**config.mk**
```make
export PLATFORM = sky130hd
export DESIGN_NAME = timer_sequenciador
export DESIGN_NICKNAME = d
export VERILOG_FILES = /design/src/rtl/timer_sequenciador.sv
export SDC_FILE = /design/constraint.sdc
export NUM_CORES = 1
export LEC_CHECK = 0
export ABC_CLOCK_PERIOD_IN_PS = 5800
export BUFFER_PORTS_ARGS = -buffer_cell sky130_fd_sc_hd__buf_2
export CAP_MARGIN = 0
export CORE_AREA = 2 2 63 65
export CTS_CLUSTER_SIZE = 12
export DETAILED_ROUTE_END_ITERATION = 8
export DIE_AREA = 0 0 65 67
export PLACE_DENSITY_LB_ADDON = 0.15
export SETUP_SLACK_MARGIN = 0.1
export SYNTH_ARGS = -nofsm -noshare
export SYNTH_HDL_FRONTEND = slang
export SYNTH_SLANG_ARGS = --single-unit
```
**constraint.sdc**
```tcl
create_clock -name clk100 -period 5.8 [get_ports clk100]
set_input_delay 0.29 -clock clk100 [delete_from_list [all_inputs] [get_ports clk100]]
set_output_delay 0.29 -clock clk100 [all_outputs]
set_load 0.02 [all_outputs]
```
**src/rtl/timer_sequenciador.sv**
```systemverilog
// ---------------------------------------------------------------------------
// timer_sequenciador
// Cooking sequencer for the keypad timer path. Shifts keypad digits into a
// 4-digit BCD MM:SS register, runs the IDLE/COOKING/PAUSED/DONE machine and
// counts the time down on each 1 Hz tick.
//
// Ports
//   clk100       in   system clock, rising edge
//   clearn       in   asynchronous active-low reset
//   D[3:0]       in   BCD digit from the entry block, valid while loadn=0
//   loadn        in   active-low key-held strobe (falling edge = key)
//   pgt_1Hz      in   1 Hz square wave, rising edge = one tick
//   start        in   start button level
//   stop         in   stop/pause button level
//   cancel       in   cancel button level
//   door_closed  in   1 = door closed
//   min_bcd[7:0] out  {tens,units} minutes
//   sec_bcd[7:0] out  {tens,units} seconds
//   enablen      out  0 = keypad entry enabled (IDLE only)
//   magnetron_on out  1 only while COOKING
//   done         out  1 only while DONE
//
// state     | meaning
// ----------+-----------------------------------------------------------
// S_IDLE    | keypad live, digits shift in, waiting for start
// S_COOKING | magnetron on, one BCD decrement per tick
// S_PAUSED  | stopped or door opened, digits held, ticks ignored
// S_DONE    | time expired, done high until DONE_TICKS ticks or a key
// ---------------------------------------------------------------------------
module timer_sequenciador #(
  parameter int         DONE_TICKS   = 3,
  parameter logic [3:0] SEC_TENS_MAX = 4'd5
) (
  input  logic       clk100,
  input  logic       clearn,
  input  logic [3:0] D,
  input  logic       loadn,
  input  logic       pgt_1Hz,
  input  logic       start,
  input  logic       stop,
  input  logic       cancel,
  input  logic       door_closed,
  output logic [7:0] min_bcd,
  output logic [7:0] sec_bcd,
  output logic       enablen,
  output logic       magnetron_on,
  output logic       done
);

  localparam int             CW       = (DONE_TICKS > 1) ? $clog2(DONE_TICKS) : 1;
  localparam logic [CW-1:0]  CNT_LOAD = CW'(DONE_TICKS - 1);

  typedef enum logic [1:0] {S_IDLE, S_COOKING, S_PAUSED, S_DONE} state_t;

  state_t        r_state, w_state_nxt;
  logic [15:0]   r_digits, w_digits_nxt, w_dec;   // {m1,m0,s1,s0}
  logic [CW-1:0] r_done_cnt, w_cnt_nxt;
  logic          r_loadn_q, r_start_q, r_stop_q, r_cancel_q, r_tick_q;

  logic w_ev_load, w_ev_start, w_ev_stop, w_ev_cancel, w_ev_tick, w_nonzero;

  assign w_ev_load   = r_loadn_q & ~loadn;
  assign w_ev_start  = start   & ~r_start_q;
  assign w_ev_stop   = stop    & ~r_stop_q;
  assign w_ev_cancel = cancel  & ~r_cancel_q;
  assign w_ev_tick   = pgt_1Hz & ~r_tick_q;
  assign w_nonzero   = (r_digits != 16'd0);

  // Per-digit BCD borrow ripple. Seconds-tens is not normalised, so a value
  // entered above SEC_TENS_MAX simply counts down from where it was keyed.
  always_comb begin
    w_dec = r_digits;
    if (r_digits[3:0] != 4'd0) begin
      w_dec[3:0] = r_digits[3:0] - 4'd1;
    end else if (r_digits[7:4] != 4'd0) begin
      w_dec[7:4] = r_digits[7:4] - 4'd1;
      w_dec[3:0] = 4'd9;
    end else if (r_digits[15:8] != 8'd0) begin
      if (r_digits[11:8] != 4'd0) begin
        w_dec[11:8] = r_digits[11:8] - 4'd1;
      end else begin
        w_dec[15:12] = r_digits[15:12] - 4'd1;
        w_dec[11:8]  = 4'd9;
      end
      w_dec[7:4] = SEC_TENS_MAX;
      w_dec[3:0] = 4'd9;
    end
  end

  always_ff @(posedge clk100 or negedge clearn) begin
    if (!clearn) begin
      r_state    <= S_IDLE;
      r_digits   <= 16'd0;
      r_done_cnt <= '0;
      r_loadn_q  <= 1'b1;
      r_start_q  <= 1'b0;
      r_stop_q   <= 1'b0;
      r_cancel_q <= 1'b0;
      r_tick_q   <= 1'b0;
    end else begin
      r_state    <= w_state_nxt;
      r_digits   <= w_digits_nxt;
      r_done_cnt <= w_cnt_nxt;
      r_loadn_q  <= loadn;
      r_start_q  <= start;
      r_stop_q   <= stop;
      r_cancel_q <= cancel;
      r_tick_q   <= pgt_1Hz;
    end
  end

  always_comb begin
    w_state_nxt  = r_state;
    w_digits_nxt = r_digits;
    w_cnt_nxt    = r_done_cnt;
    if (w_ev_cancel) begin
      w_state_nxt  = S_IDLE;
      w_digits_nxt = 16'd0;
    end else begin
      case (r_state)
        S_IDLE: begin
          // An accepted start consumes the cycle; a rejected one lets a key through.
          if (w_ev_start && door_closed && w_nonzero) begin
            w_state_nxt = S_COOKING;
          end else if (w_ev_load && (D <= 4'd9)) begin
            w_digits_nxt = {r_digits[11:0], D};
          end
        end
        S_COOKING: begin
          if (!door_closed || w_ev_stop) begin
            w_state_nxt = S_PAUSED;
          end else if (w_ev_tick) begin
            w_digits_nxt = w_dec;
            if (w_dec == 16'd0) begin
              w_state_nxt = S_DONE;
              w_cnt_nxt   = CNT_LOAD;
            end
          end
        end
        S_PAUSED: begin
          if (w_ev_stop) begin
            w_state_nxt  = S_IDLE;
            w_digits_nxt = 16'd0;
          end else if (w_ev_start && door_closed) begin
            w_state_nxt = S_COOKING;
          end
        end
        S_DONE: begin
          w_digits_nxt = 16'd0;
          if (w_ev_stop || w_ev_start || w_ev_load) begin
            w_state_nxt = S_IDLE;
          end else if (w_ev_tick) begin
            if (r_done_cnt == '0) w_state_nxt = S_IDLE;
            else                  w_cnt_nxt   = r_done_cnt - 1'b1;
          end
        end
        default: begin
          w_state_nxt  = S_IDLE;
          w_digits_nxt = 16'd0;
        end
      endcase
    end
  end

  assign min_bcd      = r_digits[15:8];
  assign sec_bcd      = r_digits[7:0];
  assign enablen      = (r_state != S_IDLE);
  assign magnetron_on = (r_state == S_COOKING);
  assign done         = (r_state == S_DONE);

endmodule

```
==> results of run 1 <==
-- state kept, by name, indices dropped and copies added (netlist names) --
signal,count
r_start_q,1
r_stop_q,1
r_tick_q,1
r_state,2
r_digits,16
r_loadn_q,1
r_cancel_q,1
r_done_cnt,2
-- per-layer routing --
metal / track usage / vias to the layer above / part of all wire
met1: 0.325 / 838 / 0.46
met3: 0.0321 / 6 / 0.063
met5: 0 / - / 0
met2: 0.363 / 59 / 0.46
met4: 0.0904 / 0 / 0.015
li1: - / 868 / -
-- final cells by class --
class / count / area, um2 / share of cell area
Clock buffer: 3 / 41.3 / 0.0198
Multi-Input combinational cell: 173 / 1140 / 0.547
Clock inverter: 1 / 7.51 / 0.00359
Timing Repair Buffer: 31 / 158 / 0.0755
Sequential cell: 25 / 627 / 0.300
Tap cell: 48 / 60.1 / 0.0288
Inverter: 14 / 52.6 / 0.0252
-- through the flow --
stage	worst slack, ns	instance area [um2]	hold slack, ns	utilization
floorplan	3.19	1900	-0.00559	-
global placement	2.72	2040	0.323	0.566
detailed placement	2.62	2040	0.330	0.566
CTS	2.60	2090	0.0165	0.579
global route	2.32	2090	0.0430	0.579
finish	2.62	2090	-0.00301	0.579
-- critical path: cells and delay by family, from the launching register on --
kind                       cells  cell delay [ns]
AOI/OAI and AO/OA              4             1.46
and+or+nand+nor                2             0.88
DFF                            1             0.44
adders and majority gates      1             0.21
buffers and inverters          1             0.14
-- cells in the mapped netlist, types with 3 or more instances --
cell	number
a21oi_1	14
a22o_1	3
a22oi_1	3
buf_2	3
buf_6	4
clkbuf_1	5
dfrtp_1	24
ha_1	7
inv_1	14
mux2i_1	7
nand2_1	25
nand2b_1	7
nand4_1	4
nor2_1	16
nor2b_1	5
nor3_1	7
nor3b_1	6
o21ai_0	14
o22ai_1	3
o31ai_1	8
o32ai_1	3
-- worst min-delay path by stage --
stage	cells after the start	to	start	slack, ns
final	1	r_digits[9]$_DFFE_PN0P_	clearn	-0.003
after global routing	1	r_digits[15]$_DFFE_PN0P_	clearn	0.04
after CTS	1	r_digits[15]$_DFFE_PN0P_	clearn	0.02
after detailed placement	1	r_digits[9]$_DFFE_PN0P_	clearn	0.33
after global placement	1	r_digits[9]$_DFFE_PN0P_	clearn	0.32
after floorplan	0	r_cancel_q$_DFF_PN0_	clearn	-0.006
-- kinds of logic after synthesis --
logic type | Yosys count | synth area share
AND/OR/NAND/NOR | 89 | 0.260
multiplexers | 7 | 0.0369
flip-flops | 25 | 0.330
AO/OA/AOI/OAI | 69 | 0.253
adder cells (fa/ha/maj) | 7 | 0.0461
XOR/XNOR | 1 | 0.00461
buffers and inverters | 26 | 0.0691
-- power groups by stage --
stage	sequential (W)	combinational, W	clock (W)
after global routing	0.000336	0.000852	0.000123
after CTS	0.000322	0.000763	0.000115
final	0.000323	0.000768	0.000109
after floorplan	0.000326	0.000600	0
after global placement	0.000324	0.000756	0
after detailed placement	0.000325	0.000761	0
==> flow_summary.yaml, run 1 <==
final_layout:
  diodes: 0
  layout_common_cells: "30 x buf_2, 25 x nand2_1, 24 x dfrtp_1"
  fin_nets: 267
  layout-drive-gt1-share: 0.182
  area_delta_synth_final_pct: 9.87
  stdcell_count: 295
  layout_commonest_cell: "buf_2"
  fill_cells: 328
clock_tree:
  cts_tree: "yes"
  clk_latency_ns: 0.28
  ctsHoldBuffers: 0
  post_cts_buffers: 0
  path_clk_slew_ns: 0.09
  cts_sinks: 25
  cts_resized: 0
  cts_buffer_depth: 2
  h-tree-depth: 1
  numCtsBuffers: 3
  cts-root-buf: "clkbuf_8"
sta:
  hold_slack_ns: -0.00301
  setup-tns-final_ns: 0
  fin_skew_ns: 0.00242
  max_freq_ghz: 0.314
  grt_setup_unrepaired: "no"
  slew_viol_final: 0
  final-setup-viol-count: 0
  hold_viol: 8
  period_minus_slack_ns: 3.18
  relSlewSlack: 0.351
  max_slew.worst_pin.slew_ns: 0.973
  period_share: 0.549
power_and_ir_drop:
  net-switching-power_w: 0.000630
  vdd_drop_max_mv: 0.299
  clkPwrFrac: 0.091
  power_frac_seq: 0.269
  p_total_w: 0.00120
  leakagePower_nw: 0.938
  p_int_w: 0.000570
  switching_share: 0.525
  power_density_nw_per_um2: 575
  power.share.combinational: 0.640
die:
  start_util: 0.527
  dieArea_um2: 4360
  die_h_um: 67
  rows: 22
  fp.dieW_um: 65
  core_um2: 3610
  ios: 31
worst_setup_path:
  critical_path.slowest_cell: "a221o_1"
  rr_worst_depth: 8
  critical_path_class: "flip-flop to flip-flop"
  r2r-start: "r_digits[1]$_DFFE_PN0P_"
  crit_start: "r_digits[1]$_DFFE_PN0P_"
  crit_arrival_ns: 3.41
  endpoint: "r_digits[9]$_DFFE_PN0P_"
  max_stage_delay_ns: 0.72
  path_cells: "inv_1 > ha_1 > or3b_1 > nor4_4 > o211ai_1 > a221o_1 > a2111oi_0 > a21o_1"
  critPathLaunchType: "flip-flop"
  required_ns: 6.02
  rr_endpoint: "r_digits[9]$_DFFE_PN0P_"
  ff2ff_setup_slack_ns: 2.62
  end_kind: "flip-flop"
  cp_max_fo: 30
logic_synthesis:
  synth-seq-cells: 25
  synthArstFlopShare: 1.00
  seq_area_frac_synth: 0.330
  avgSynthCellArea_um2: 8.48
  synth_edf_count: 0
  synthFlopType: "dfrtp_1"
  ys_warn_count: 0
  synthCells: 224
  synthTopCellsByArea: "dfrtp_1 32%, nand2_1 4.9%, ha_1 4.6%, a21oi_1 3.7%, mux2i_1 3.7%"
  synthesis.nets: 243
  ys_types: 53
  syn-cell-area_um2: 1900
  yosysTopAreaCell: "dfrtp_1"
  yosysTopAreaCellShare: 0.316
grt:
  grtUsageTotal: 0.233
  grt_start_max_net_pins: 31
  antenna_found_initial: 0
  grt_overflow: 0
  grt_pass1_wl_um: 7780
  grt_pass1_vias: 1572
routing:
  num_vias: 1771
  via_per_inst: 6.00
  totalWireLength_um: 4590
  drt_iter0_drc: 137
  wire_per_inst_um: 15.6
  ant_nets: 0
  drc_errors: 0
  firstDrtPassIters: 4
placement:
  dp.cells: 291
  globalplace.congestion: 0.923
  io_buffers: 30
  dp_hpwl_um: 3430
flow_run:
  max_cap_violations: 0
run_status:
  violations: "hold timing"
  status: "finished with violations"
hold_path:
  hold_class: "primary input to asynchronous set/reset pin"
No activity file was read; power rests on OpenSTA's default activity.
==> run 2: changes to the inputs <==
--- a/config.mk
+++ b/config.mk
@@ -5,13 +5,14 @@
 export SDC_FILE = /design/constraint.sdc
 export NUM_CORES = 1
 export LEC_CHECK = 0
-export ABC_CLOCK_PERIOD_IN_PS = 5800
+export ABC_AREA = 1
+export ABC_CLOCK_PERIOD_IN_PS = 3060
 export BUFFER_PORTS_ARGS = -buffer_cell sky130_fd_sc_hd__buf_2
 export CAP_MARGIN = 0
-export CORE_AREA = 2 2 63 65
+export CORE_AREA = 2 2 65 67
 export CTS_CLUSTER_SIZE = 12
 export DETAILED_ROUTE_END_ITERATION = 8
-export DIE_AREA = 0 0 65 67
+export DIE_AREA = 0 0 67 69
 export PLACE_DENSITY_LB_ADDON = 0.15
 export SETUP_SLACK_MARGIN = 0.1
 export SYNTH_ARGS = -nofsm -noshare
==> constraint.sdc (replaced) <==
create_clock -name clk100 -period 3.06 [get_ports clk100]
set_input_delay 0.153 -clock clk100 [delete_from_list [all_inputs] [get_ports clk100]]
set_output_delay 0.153 -clock clk100 [all_outputs]
set_load 0.02 [all_outputs]
==> run 2 against run 1 <==
The run now ends clean; maximum frequency increased by 36%; first-iteration DRC count increased by 35%; wire length is 9.3% higher; count of clock-buffer cells in the layout did not move; total power is 130% higher; die area rose by 6.2%; worst setup slack worse by 1.9 ns; non-clock buffer count is 5 higher.
==> flow_summary.yaml, run 2 <==
final_layout:
  layout-drive-gt1-share: 0.212
  layout_commonest_cell: "nand2_1"
  area_delta_synth_final_pct: 15.2
  layout_common_cells: "74 x nand2_1, 39 x nor2_1, 36 x inv_1"
  reg_top3: "r_digits (16), r_done_cnt (2), r_state (2)"
  fill_cells: 391
  fin_nets: 345
  top_register: "r_digits"
  final_area_um2: 2280
  diodes: 0
  largest_register_ffs: 16
worst_setup_path:
  required_ns: 3.25
  critical_path_class: "flip-flop to flip-flop"
  crit_arrival_ns: 2.52
  r2r-start: "r_digits[0]$_DFFE_PN0P_"
  ff2ff_setup_slack_ns: 0.73
  path_cells: "inv_1 > ha_1 > nand3_4 > nor2_4 > nand2_2 > nand2_2 > nand2_1 > a21oi_2 > o21ai_2 > nor2_4 > inv_4 > o22ai_1"
  rr_endpoint: "r_digits[7]$_DFFE_PN0P_"
  rr_worst_depth: 12
  end_kind: "flip-flop"
  critPathLaunchType: "flip-flop"
  critical_path.slowest_cell: "dfrtp_1"
  cp_max_fo: 12
  max_stage_delay_ns: 0.40
placement:
  io_buffers: 30
  globalplace.congestion: 0.998
  dp_hpwl_um: 3920
  placed_area_um2: 2170
sta:
  relSlewSlack: 0.613
  slew_viol_final: 0
  hold_viol: 0
  max_freq_ghz: 0.428
  max_slew.worst_pin.slew_ns: 0.581
  setup-tns-final_ns: 0
  grt_setup_unrepaired: "no"
  fin_skew_ns: 0.00430
  period_minus_slack_ns: 2.33
  final-setup-viol-count: 0
  hold_slack_ns: 0.152
  period_share: 0.763
routing:
  drc_errors: 0
  via_per_inst: 5.39
  ant_nets: 0
  drt_iter0_drc: 185
  totalWireLength_um: 5020
  num_vias: 2020
  firstDrtPassIters: 5
  wire_per_inst_um: 13.4
clock_tree:
  h-tree-depth: 1
  cts_buffer_depth: 2
  cts_sinks: 25
  cts-root-buf: "clkbuf_8"
  cts_tree: "yes"
  cts_resized: 0
  clk_latency_ns: 0.27
  post_cts_buffers: 0
  path_clk_slew_ns: 0.09
  numCtsBuffers: 3
hold_path:
  worstHoldStart: "D[2]"
  hold_path_depth: 3
  hold_class: "primary input to flip-flop"
  min_to: "r_digits[2]$_DFFE_PN0P_"
logic_synthesis:
  synth-seq-cells: 25
  seq_area_frac_synth: 0.317
  syn-cell-area_um2: 1980
  synthFlopType: "dfrtp_1"
  synthesis.nets: 306
  synthCells: 287
  yosysTopAreaCell: "dfrtp_1"
  synth_edf_count: 0
  synth_most_common_cell: "nand2_1"
  avgSynthCellArea_um2: 6.89
  yosysTopAreaCellShare: 0.304
  ys_types: 32
  synthArstFlopShare: 1.00
  synthTopCellsByCount: "74 x nand2_1, 39 x nor2_1, 36 x inv_1, 24 x dfrtp_1, 19 x nand3_1"
  synthTopCellsByArea: "dfrtp_1 30%, nand2_1 14%, nor2_1 7.4%, inv_1 6.8%, nand3_1 4.8%"
  ys_warn_count: 0
die:
  start_util: 0.505
  die_h_um: 69
  ios: 31
  dieArea_um2: 4620
  core_um2: 3910
  fp.dieW_um: 67
  rows: 23
grt:
  grtUsageTotal: 0.235
  grt_overflow: 0
  antenna_found_initial: 0
  grt_pass1_vias: 1960
  grt_start_max_net_pins: 26
  grt_pass1_wl_um: 8660
power_and_ir_drop:
  power_density_nw_per_um2: 1220
  leakagePower_nw: 1.22
  p_total_w: 0.00279
  vdd_drop_max_mv: 0.630
run_status:
  status: "finished, final reports clean"
flow_run:
  max_cap_violations: 0
-- run 2: area by class of cell --
cell class	instances	area, um2	share of cell area
repair buffers	36	210	0.0923
clock buffers	3	41.3	0.0181
clock inverters	1	5.00	0.00220
well taps	50	62.6	0.0275
multi-input cells	215	1160	0.509
inverters	45	171	0.0753
flip-flops and latches	25	627	0.275
-- run 2: critical path, delay by kind of cell (launching register included) --
| kind | cells | cell delay, ns |
|---|---|---|
| AO/OA/AOI/OAI | 3 | 0.36 |
| adder cells (fa/ha/maj) | 1 | 0.25 |
| AND/OR/NAND/NOR | 6 | 0.96 |
| flip-flops | 1 | 0.40 |
| buffers and inverters | 2 | 0.27 |
-- run 2: what timing repair did --
action                                 in CTS  in global routing
hold buffers                                6                  0
setup endpoints to repair                   0                  0
endpoints found under the hold margin      29                  0
-- run 2: metrics by stage --
stage	cells	utilization	worst slack, ns
after floorplan	287	-	1.07
after global placement	365	0.555	0.854
after detailed placement	365	0.555	0.727
after CTS	375	0.582	0.710
after global routing	375	0.582	0.472
final	375	0.582	0.725
-- run 2: where the power goes --
| part | total (W) | leakage, nW | internal [W] | switching [W] |
|---|---|---|---|---|
| clock | 0.000199 | 0.0255 | 0.0000912 | 0.000108 |
| combinational | 0.00205 | 0.869 | 0.000647 | 0.00140 |
| sequential | 0.000541 | 0.326 | 0.000426 | 0.000114 |
| total | 0.00279 | 1.22 | 0.00116 | 0.00162 |
-- run 2: how the worst max path moves through the flow --
stage	slack (ns)	from	endpoint
2_1_floorplan	1.07	r_digits[0]$_DFFE_PN0P_	r_state[1]$_DFFE_PN0P_
3_3_place_gp	0.85	r_digits[1]$_DFFE_PN0P_	r_state[1]$_DFFE_PN0P_
3_5_place_dp	0.73	r_digits[0]$_DFFE_PN0P_	r_digits[2]$_DFFE_PN0P_
4_1_cts	0.71	r_digits[0]$_DFFE_PN0P_	r_digits[2]$_DFFE_PN0P_
5_1_grt	0.47	r_digits[0]$_DFFE_PN0P_	r_digits[2]$_DFFE_PN0P_
6_report	0.73	r_digits[0]$_DFFE_PN0P_	r_digits[7]$_DFFE_PN0P_
-- run 2: routing by layer --
| layer | GRT usage | up-vias | part of all wire |
|---|---|---|---|
| met5 | 0 | - | 0 |
| met4 | 0.0454 | 0 | 0.012 |
| met3 | 0.0228 | 7 | 0.053 |
| met2 | 0.397 | 68 | 0.50 |
| met1 | 0.322 | 932 | 0.44 |
| li1 | - | 1013 | - |
-- run 2: logic make-up (layout without fill, tap and decap cells) --
group	after synthesis	count (layout)	synth area share
adders and majority gates	7	7	0.0443
AOI/OAI and AO/OA	45	45	0.144
xor gates and xnor gates	1	1	0.00443
and+or+nand+nor	162	162	0.394
DFF	25	25	0.317
buffers and inverters	47	85	0.0962
